===== config.mk =====
export PLATFORM = sky130hd
export DESIGN_NAME = cal_abs_pipe
export DESIGN_NICKNAME = d
export VERILOG_FILES = /design/src/rtl/cal_abs_pipe.sv
export SDC_FILE = /design/constraint.sdc
export NUM_CORES = 1
export LEC_CHECK = 0
export ABC_AREA = 1
export CAP_MARGIN = 20
export CORE_UTILIZATION = 69
export CTS_BUF_LIST = sky130_fd_sc_hd__clkbuf_16
export DETAILED_ROUTE_END_ITERATION = 16
export MAX_ROUTING_LAYER = met4
export PLACE_DENSITY = 0.85
export SETUP_SLACK_MARGIN = 0.5
export SKIP_LAST_GASP = 1
export SLEW_MARGIN = 5
export SYNTH_ARGS = -nofsm -noshare
export SYNTH_HDL_FRONTEND = slang
export SYNTH_SLANG_ARGS = --single-unit

===== constraint.sdc =====
create_clock -name clk -period 12.3 [get_ports clk]
set_clock_uncertainty 0.2 [all_clocks]
set_input_delay 3.69 -clock clk [delete_from_list [all_inputs] [get_ports clk]]
set_output_delay 3.69 -clock clk [all_outputs]
set_load 0.02 [all_outputs]

===== src/rtl/cal_abs_pipe.sv =====
// Fully pipelined integer complex magnitude |z| = sqrt(re^2 + im^2), one sample per clock.
// A single global stall freezes every stage whenever the held result is not being taken.
module cal_abs_pipe #(
    parameter int unsigned  DATA_W    = 8,
    parameter int unsigned  SIGNED_IN = 0,
    parameter int unsigned  ROUND     = 0,
    localparam int unsigned OUT_W     = DATA_W + 1
) (
    input  logic              clk,
    input  logic              rst_n,
    input  logic              in_valid,
    output logic              in_ready,
    input  logic [DATA_W-1:0] in_re,
    input  logic [DATA_W-1:0] in_im,
    input  logic              in_last,
    output logic              out_valid,
    input  logic              out_ready,
    output logic [OUT_W-1:0]  out_abs,
    output logic              out_last
);

    localparam int unsigned SQ_W  = 2 * DATA_W;
    localparam int unsigned X_W   = SQ_W + 1;
    localparam int unsigned RAD_W = 2 * OUT_W;
    localparam int unsigned REM_W = OUT_W + 3;
    localparam int unsigned NSQ   = OUT_W - 1;

    logic en;

    logic              s0_vld_q, s0_vld_d, s0_last_q, s0_last_d;
    logic [DATA_W-1:0] mag_re_q, mag_re_d, mag_im_q, mag_im_d;
    logic              s1_vld_q, s1_vld_d, s1_last_q, s1_last_d;
    logic [SQ_W-1:0]   sq_re_q, sq_re_d, sq_im_q, sq_im_d;
    logic              s2_vld_q, s2_vld_d, s2_last_q, s2_last_d;
    logic [X_W-1:0]    x_q, x_d;

    logic              sq_vld_q  [NSQ];
    logic              sq_vld_d  [NSQ];
    logic              sq_last_q [NSQ];
    logic              sq_last_d [NSQ];
    logic [OUT_W-1:0]  sq_root_q [NSQ];
    logic [OUT_W-1:0]  sq_root_d [NSQ];
    logic [REM_W-1:0]  sq_rem_q  [NSQ];
    logic [REM_W-1:0]  sq_rem_d  [NSQ];
    logic [RAD_W-1:0]  sq_rad_q  [NSQ];
    logic [RAD_W-1:0]  sq_rad_d  [NSQ];

    logic              st_vld_i  [OUT_W];
    logic              st_last_i [OUT_W];
    logic [OUT_W-1:0]  st_root_i [OUT_W];
    logic [REM_W-1:0]  st_rem_i  [OUT_W];
    logic [RAD_W-1:0]  st_rad_i  [OUT_W];
    logic [REM_W-1:0]  st_cand   [OUT_W];
    logic [REM_W-1:0]  st_trial  [OUT_W];
    logic [OUT_W-1:0]  st_root_o [OUT_W];
    logic [REM_W-1:0]  st_rem_o  [OUT_W];
    logic [RAD_W-1:0]  st_rad_o  [OUT_W];

    logic              out_valid_q, out_valid_d, out_last_q, out_last_d;
    logic [OUT_W-1:0]  out_abs_q, out_abs_d;

    // Two's-complement magnitude; the most negative value maps cleanly to 2^(DATA_W-1).
    function automatic logic [DATA_W-1:0] mag(input logic [DATA_W-1:0] v);
        if ((SIGNED_IN != 0) && v[DATA_W-1]) begin
            return ~v + DATA_W'(1);
        end else begin
            return v;
        end
    endfunction

    assign en       = !out_valid_q || out_ready;
    assign in_ready = en;

    // Restoring digit-by-digit square root, one result bit per stage, MSB first.
    always_comb begin
        st_vld_i[0]  = s2_vld_q;
        st_last_i[0] = s2_last_q;
        st_root_i[0] = '0;
        st_rem_i[0]  = '0;
        st_rad_i[0]  = RAD_W'(x_q);
        for (int k = 1; k < OUT_W; k++) begin
            st_vld_i[k]  = sq_vld_q[k-1];
            st_last_i[k] = sq_last_q[k-1];
            st_root_i[k] = sq_root_q[k-1];
            st_rem_i[k]  = sq_rem_q[k-1];
            st_rad_i[k]  = sq_rad_q[k-1];
        end
        for (int k = 0; k < OUT_W; k++) begin
            st_cand[k]  = REM_W'({st_rem_i[k], st_rad_i[k][RAD_W-1 -: 2]});
            st_trial[k] = REM_W'({st_root_i[k], 2'b01});
            st_rad_o[k] = RAD_W'({st_rad_i[k], 2'b00});
            if (st_cand[k] >= st_trial[k]) begin
                st_rem_o[k]  = st_cand[k] - st_trial[k];
                st_root_o[k] = OUT_W'({st_root_i[k], 1'b1});
            end else begin
                st_rem_o[k]  = st_cand[k];
                st_root_o[k] = OUT_W'({st_root_i[k], 1'b0});
            end
        end
    end

    always_comb begin
        s0_vld_d  = in_valid;
        s0_last_d = in_last;
        mag_re_d  = mag(in_re);
        mag_im_d  = mag(in_im);

        s1_vld_d  = s0_vld_q;
        s1_last_d = s0_last_q;
        sq_re_d   = SQ_W'(mag_re_q) * SQ_W'(mag_re_q);
        sq_im_d   = SQ_W'(mag_im_q) * SQ_W'(mag_im_q);

        s2_vld_d  = s1_vld_q;
        s2_last_d = s1_last_q;
        x_d       = X_W'(sq_re_q) + X_W'(sq_im_q);

        for (int k = 0; k < NSQ; k++) begin
            sq_vld_d[k]  = st_vld_i[k];
            sq_last_d[k] = st_last_i[k];
            sq_root_d[k] = st_root_o[k];
            sq_rem_d[k]  = st_rem_o[k];
            sq_rad_d[k]  = st_rad_o[k];
        end

        // Remainder X - r^2 above r means sqrt(X) >= r + 0.5.
        out_valid_d = st_vld_i[OUT_W-1];
        out_last_d  = st_last_i[OUT_W-1];
        out_abs_d   = st_root_o[OUT_W-1];
        if ((ROUND != 0) && (st_rem_o[OUT_W-1] > REM_W'(st_root_o[OUT_W-1]))) begin
            out_abs_d = st_root_o[OUT_W-1] + OUT_W'(1);
        end
    end

    always_ff @(posedge clk or negedge rst_n) begin
        if (!rst_n) begin
            s0_vld_q    <= 1'b0;
            s0_last_q   <= 1'b0;
            mag_re_q    <= '0;
            mag_im_q    <= '0;
            s1_vld_q    <= 1'b0;
            s1_last_q   <= 1'b0;
            sq_re_q     <= '0;
            sq_im_q     <= '0;
            s2_vld_q    <= 1'b0;
            s2_last_q   <= 1'b0;
            x_q         <= '0;
            sq_vld_q    <= '{default: 1'b0};
            sq_last_q   <= '{default: 1'b0};
            sq_root_q   <= '{default: '0};
            sq_rem_q    <= '{default: '0};
            sq_rad_q    <= '{default: '0};
            out_valid_q <= 1'b0;
            out_last_q  <= 1'b0;
            out_abs_q   <= '0;
        end else if (en) begin
            s0_vld_q    <= s0_vld_d;
            s0_last_q   <= s0_last_d;
            mag_re_q    <= mag_re_d;
            mag_im_q    <= mag_im_d;
            s1_vld_q    <= s1_vld_d;
            s1_last_q   <= s1_last_d;
            sq_re_q     <= sq_re_d;
            sq_im_q     <= sq_im_d;
            s2_vld_q    <= s2_vld_d;
            s2_last_q   <= s2_last_d;
            x_q         <= x_d;
            sq_vld_q    <= sq_vld_d;
            sq_last_q   <= sq_last_d;
            sq_root_q   <= sq_root_d;
            sq_rem_q    <= sq_rem_d;
            sq_rad_q    <= sq_rad_d;
            out_valid_q <= out_valid_d;
            out_last_q  <= out_last_d;
            out_abs_q   <= out_abs_d;
        end
    end

    assign out_valid = out_valid_q;
    assign out_last  = out_last_q;
    assign out_abs   = out_abs_q;

endmodule


## Word level (Yosys, flattened, before mapping)

Index checks and enable logic that the tools add are counted.

- Add/subtract/negate cells: 9
- Multipliers: 2
- Divide/modulo/power cells: 0
- Order comparisons: 9
- Equality and inequality tests: 0
- Shift-type cells: 0
- Muxes and demuxes: 17
- Bitwise operators: 0
- Reductions and logical operators: 2

Operators by type and width:

| operator | count |
|---|---|
| 10-bit 2-to-1 mux | 8 |
| 8-bit by 8-bit multiplier with 16-bit output | 2 |
| 16-bit by 16-bit adder with 17-bit output | 1 |
| 12-bit by 10-bit >= comparator with 1-bit output | 1 |
| 12-bit by 3-bit >= comparator with 1-bit output | 1 |
| 12-bit by 4-bit >= comparator with 1-bit output | 1 |
| 12-bit by 5-bit >= comparator with 1-bit output | 1 |
| 12-bit by 6-bit >= comparator with 1-bit output | 1 |
| 12-bit by 7-bit >= comparator with 1-bit output | 1 |
| 12-bit by 8-bit >= comparator with 1-bit output | 1 |
| 12-bit by 9-bit >= comparator with 1-bit output | 1 |
| 10-bit by 3-bit subtractor with 10-bit output | 1 |
| 10-bit by 4-bit subtractor with 10-bit output | 1 |
| 10-bit by 5-bit subtractor with 10-bit output | 1 |
| 10-bit by 6-bit subtractor with 10-bit output | 1 |
| 10-bit by 7-bit subtractor with 10-bit output | 1 |
| 10-bit by 8-bit subtractor with 10-bit output | 1 |
| 10-bit by 9-bit subtractor with 10-bit output | 1 |
| 1-bit 2-to-1 mux | 9 |
| 1-bit by 1-bit subtractor with 2-bit output, second input constant | 1 |
| 1-bit >= comparator, second input constant | 1 |
| 1-bit zero test | 1 |
| 1-bit logical OR | 1 |

- Register bits after elaboration: 286
- Latch bits: 0
- RAM bits: 0
- ROM bits: 0
- Input bits: 21
- Output and inout port bits: 12
- Word-level logic and storage cells: 93
- Memories kept: 0

## Longest topological paths before layout

- Depth after elaboration: 2
- Mapped depth: 21
- Depth with buffers taken out: 20

## Worst setup path after synthesis

No wires, ideal clock.

- Path type: input to output
- Start point: input port out_ready
- End point: output port in_ready
- Arrival time: 4,334 ps
- Required time: 8,410 ps
- Setup slack: 4,076 ps
- Stages on the path: 4
- Cells stage by stage: nor2_4 inv_2 buf_2 buf_1

- Cells in the longest elaborated chain, start to end: 1

Ends and longest elaborated chain:

| element | RTL line | text |
|---|---|---|
| start: declaration | 17 | `input logic out_ready,` |
| 1-bit logical OR | 71 | `assign en = !out_valid_q \|\| out_ready;` |
| end: declaration | 12 | `output logic in_ready,` |

No other way between the ends.

## Final worst setup path

Ends and elaborated chain as after synthesis.

==> flow_summary.toml <==
[run_status]
status = "finished, final reports clean"

[finish]
diodes = 0
finalNetCount = 2517
fill_cells = 1923
utilization_pct = 75.9
multiInputGateArea_sq_um = 9170
instances_no_fill = 2675
drive_gt1_share_pct = 5.12
synthToLayoutAreaGrowth_pct = 8.34
ff_latch_area_sq_um = 6760

[logic_synthesis]
synth_area_leader_cell = "dfrtp_1"
syn-cell-area_sq_um = 17600
synth_edf_count = 0
synth_ff_type = "dfrtp_1"
synth_nets = 2524
postSynthCellCount = 2330
synth_area_per_cell_sq_um = 7.53
yosysMostFrequentCell = "nand2_1"
synthTopCellsByCount = "nand2_1 (863), inv_1 (326), dfrtp_1 (270), nand3_1 (164), ha_1 (123)"
synth_seq_cells = 270
synth_top_area_share_pct = 38.5
synth-seq-area-share_pct = 38.5
postSynth.asyncResetShare_pct = 100
netlist_top_cells_area = "dfrtp_1 (38%), nand2_1 (18%), ha_1 (8.8%), inv_1 (7.0%), fa_1 (5.7%)"
synth_cell_types = 47
yosysWarnings = 0

[worst_setup_path]
slowest_delay_ps = 730
path_class = "in -> out"
cp_common_cell = "clkdlybuf4s50_1"
worstPathCellList = "clkdlybuf4s50_1, nor2_4, inv_8, clkdlybuf4s50_1"
arrival_ps = 5520
cp.required_ps = 8410
cp_top_family = "buffers and inverters"
path_buf_inv = 3
critPathSlowestCell = "clkdlybuf4s50_1"
startpoint_type = "input pin"
end_kind = "output port"
critPathMaxFanout = 119

[sta]
setup_viol = 0
slew_headroom_pct = 34.1
worst_slew_pin_slew_ps = 989
finalMaxSlewViolations = 0
fmaxAchievable_mhz = 106
setup_tns_ps = 0
rsz0062_at_grt = "false"
setup_ws_ps = 2890
finalCritPeriodShare_pct = 76.5
period_needed_ps = 9410
hold_violations = 0

[global_routing]
grt_overflow = 0
grt_pass1_wl_um = 64900
antenna_found_initial = 0
grt_pass1_vias = 14231
grt_usage_pct = 31.0
grt_max_degree = 120

[die]
core_area_sq_um = 25000
die_area_sq_um = 26100
die_height_um = 161
chipWidth_um = 161
start_util_pct = 70.1
rows = 58
io_pins = 33

[detailed_routing]
antenna_left = 0
first_iter_violations = 1000
vias = 14591
wl_um = 37200
dr.pass1.iters = 5
routed_via_density = 5.45
wl_per_cell_um = 13.9
drc = 0

[clock_tree]
cts_tree = "yes"
path_clk_slew_ps = 60
clk_path_buf_depth = 3
cts_buffers = 28
postCtsHoldBufs = 0
cts_resized = 0
clk_latency_ps = 550
postCtsSetupBuffers = 0
h-tree-depth = 1
cts_root_buf = "clkbuf_16"
cts.sinks = 270

[placement]
port_buffers = 32
dp.cells = 2622
routabilityCongestion = 0.916
dpl.hpwl_um = 26300
dp_slack_ps = 2930

[hold_path]
min_path_type = "reg -> reg"

[job]
cap_viol_max_count = 0
## cells in the final DEF (no fill, tap or decap), drive strengths merged, types with 8 or more instances in the layout
cell type	count
nand3b	10
clkinv	9
xnor2	20
fa	50
nand4	32
clkbuf	29
buf	9
o21ai	123
nand2	885
nand3	167
xor2	22
nor3	8
inv	343
a21oi	58
dfrtp	270
ha	123
clkdlybuf4s50	31
nor2	118
## kinds of logic after synthesis
group           Yosys count  share of synthesized area, %
flops                   270                          38.5
compound gates          202                          6.22
xor+xnor                 42                          2.10
simple gates           1226                          29.4
mux                       1                        0.0570
buf+inv                 416                          9.25
fa+ha+maj               173                          14.5
## state kept, by name (all words and copies together), names as in the netlist, 7 cells and up
signal / cells
sq_vld_d: 7
x_q: 17
sq_im_q: 15
sq_rad_d: 56
mag_im_q: 8
out_abs: 9
sq_last_d: 7
sq_re_q: 15
sq_rad_q: 16
sq_rem_q: 66
sq_root_q: 36
mag_re_q: 8
## path summary, 6_finish.rpt
| path | to | cells after the start | startpoint | slack, ps |
|---|---|---|---|---|
| max | in_ready | 4 | out_ready | 2890 |
| min | out_valid | 2 | out_valid_d | 270 |
| max reg2reg | sq_im_q[14] | 16 | mag_im_q[7] | 7900 |
| min reg2reg | out_valid | 2 | out_valid_d | 270 |
| max in group asynchronous | sq_rad_d[51] | 2 | rst_n | 7390 |
| min in group asynchronous | sq_rem_q[33] | 1 | rst_n | 3020 |
## through the flow
stage | hold WS, ps | instance area, sq um
2_1_floorplan | 223 | 17600
4_1_cts | 268 | 19000
3_5_place_dp | 251 | 18000
5_1_grt | 293 | 19000
6_report | 268 | 19000
3_3_place_gp | 238 | 18000
## worst register-to-register path: stages, from the launching register on
cell     delay, ps
dfrtp_1        530
nand2_1        130
fa_1           550
inv_1           70
fa_1           530
fa_1           570
inv_1           60
fa_1           530
inv_1           40
ha_1           380
nand2_1        120
nor2_1         170
nand3_1        130
nand3_1        100
nand2_1         50
nand3_1         70
nand2_1         60
## metal layers
metal / global-route usage (%) / wire length [um] / vias up
met5: - / 0 / -
met4: 11.5 / 1300 / 0
met3: 3.16 / 1500 / 94
met2: 53.2 / 18900 / 333
met1: 37.9 / 15500 / 6929
li1: - / - / 7235
## area by class of cell
class / count / area share [%]
Tap cell: 330 / 2.17
Timing Repair Buffer: 40 / 2.13
Inverter: 339 / 6.78
Clock buffer: 29 / 3.82
Clock inverter: 23 / 1.33
Sequential cell: 270 / 35.5
Multi-Input combinational cell: 1644 / 48.2
Power is not shown: default switching activity piles up to over one toggle a cycle in this logic, so the estimate is an artifact.
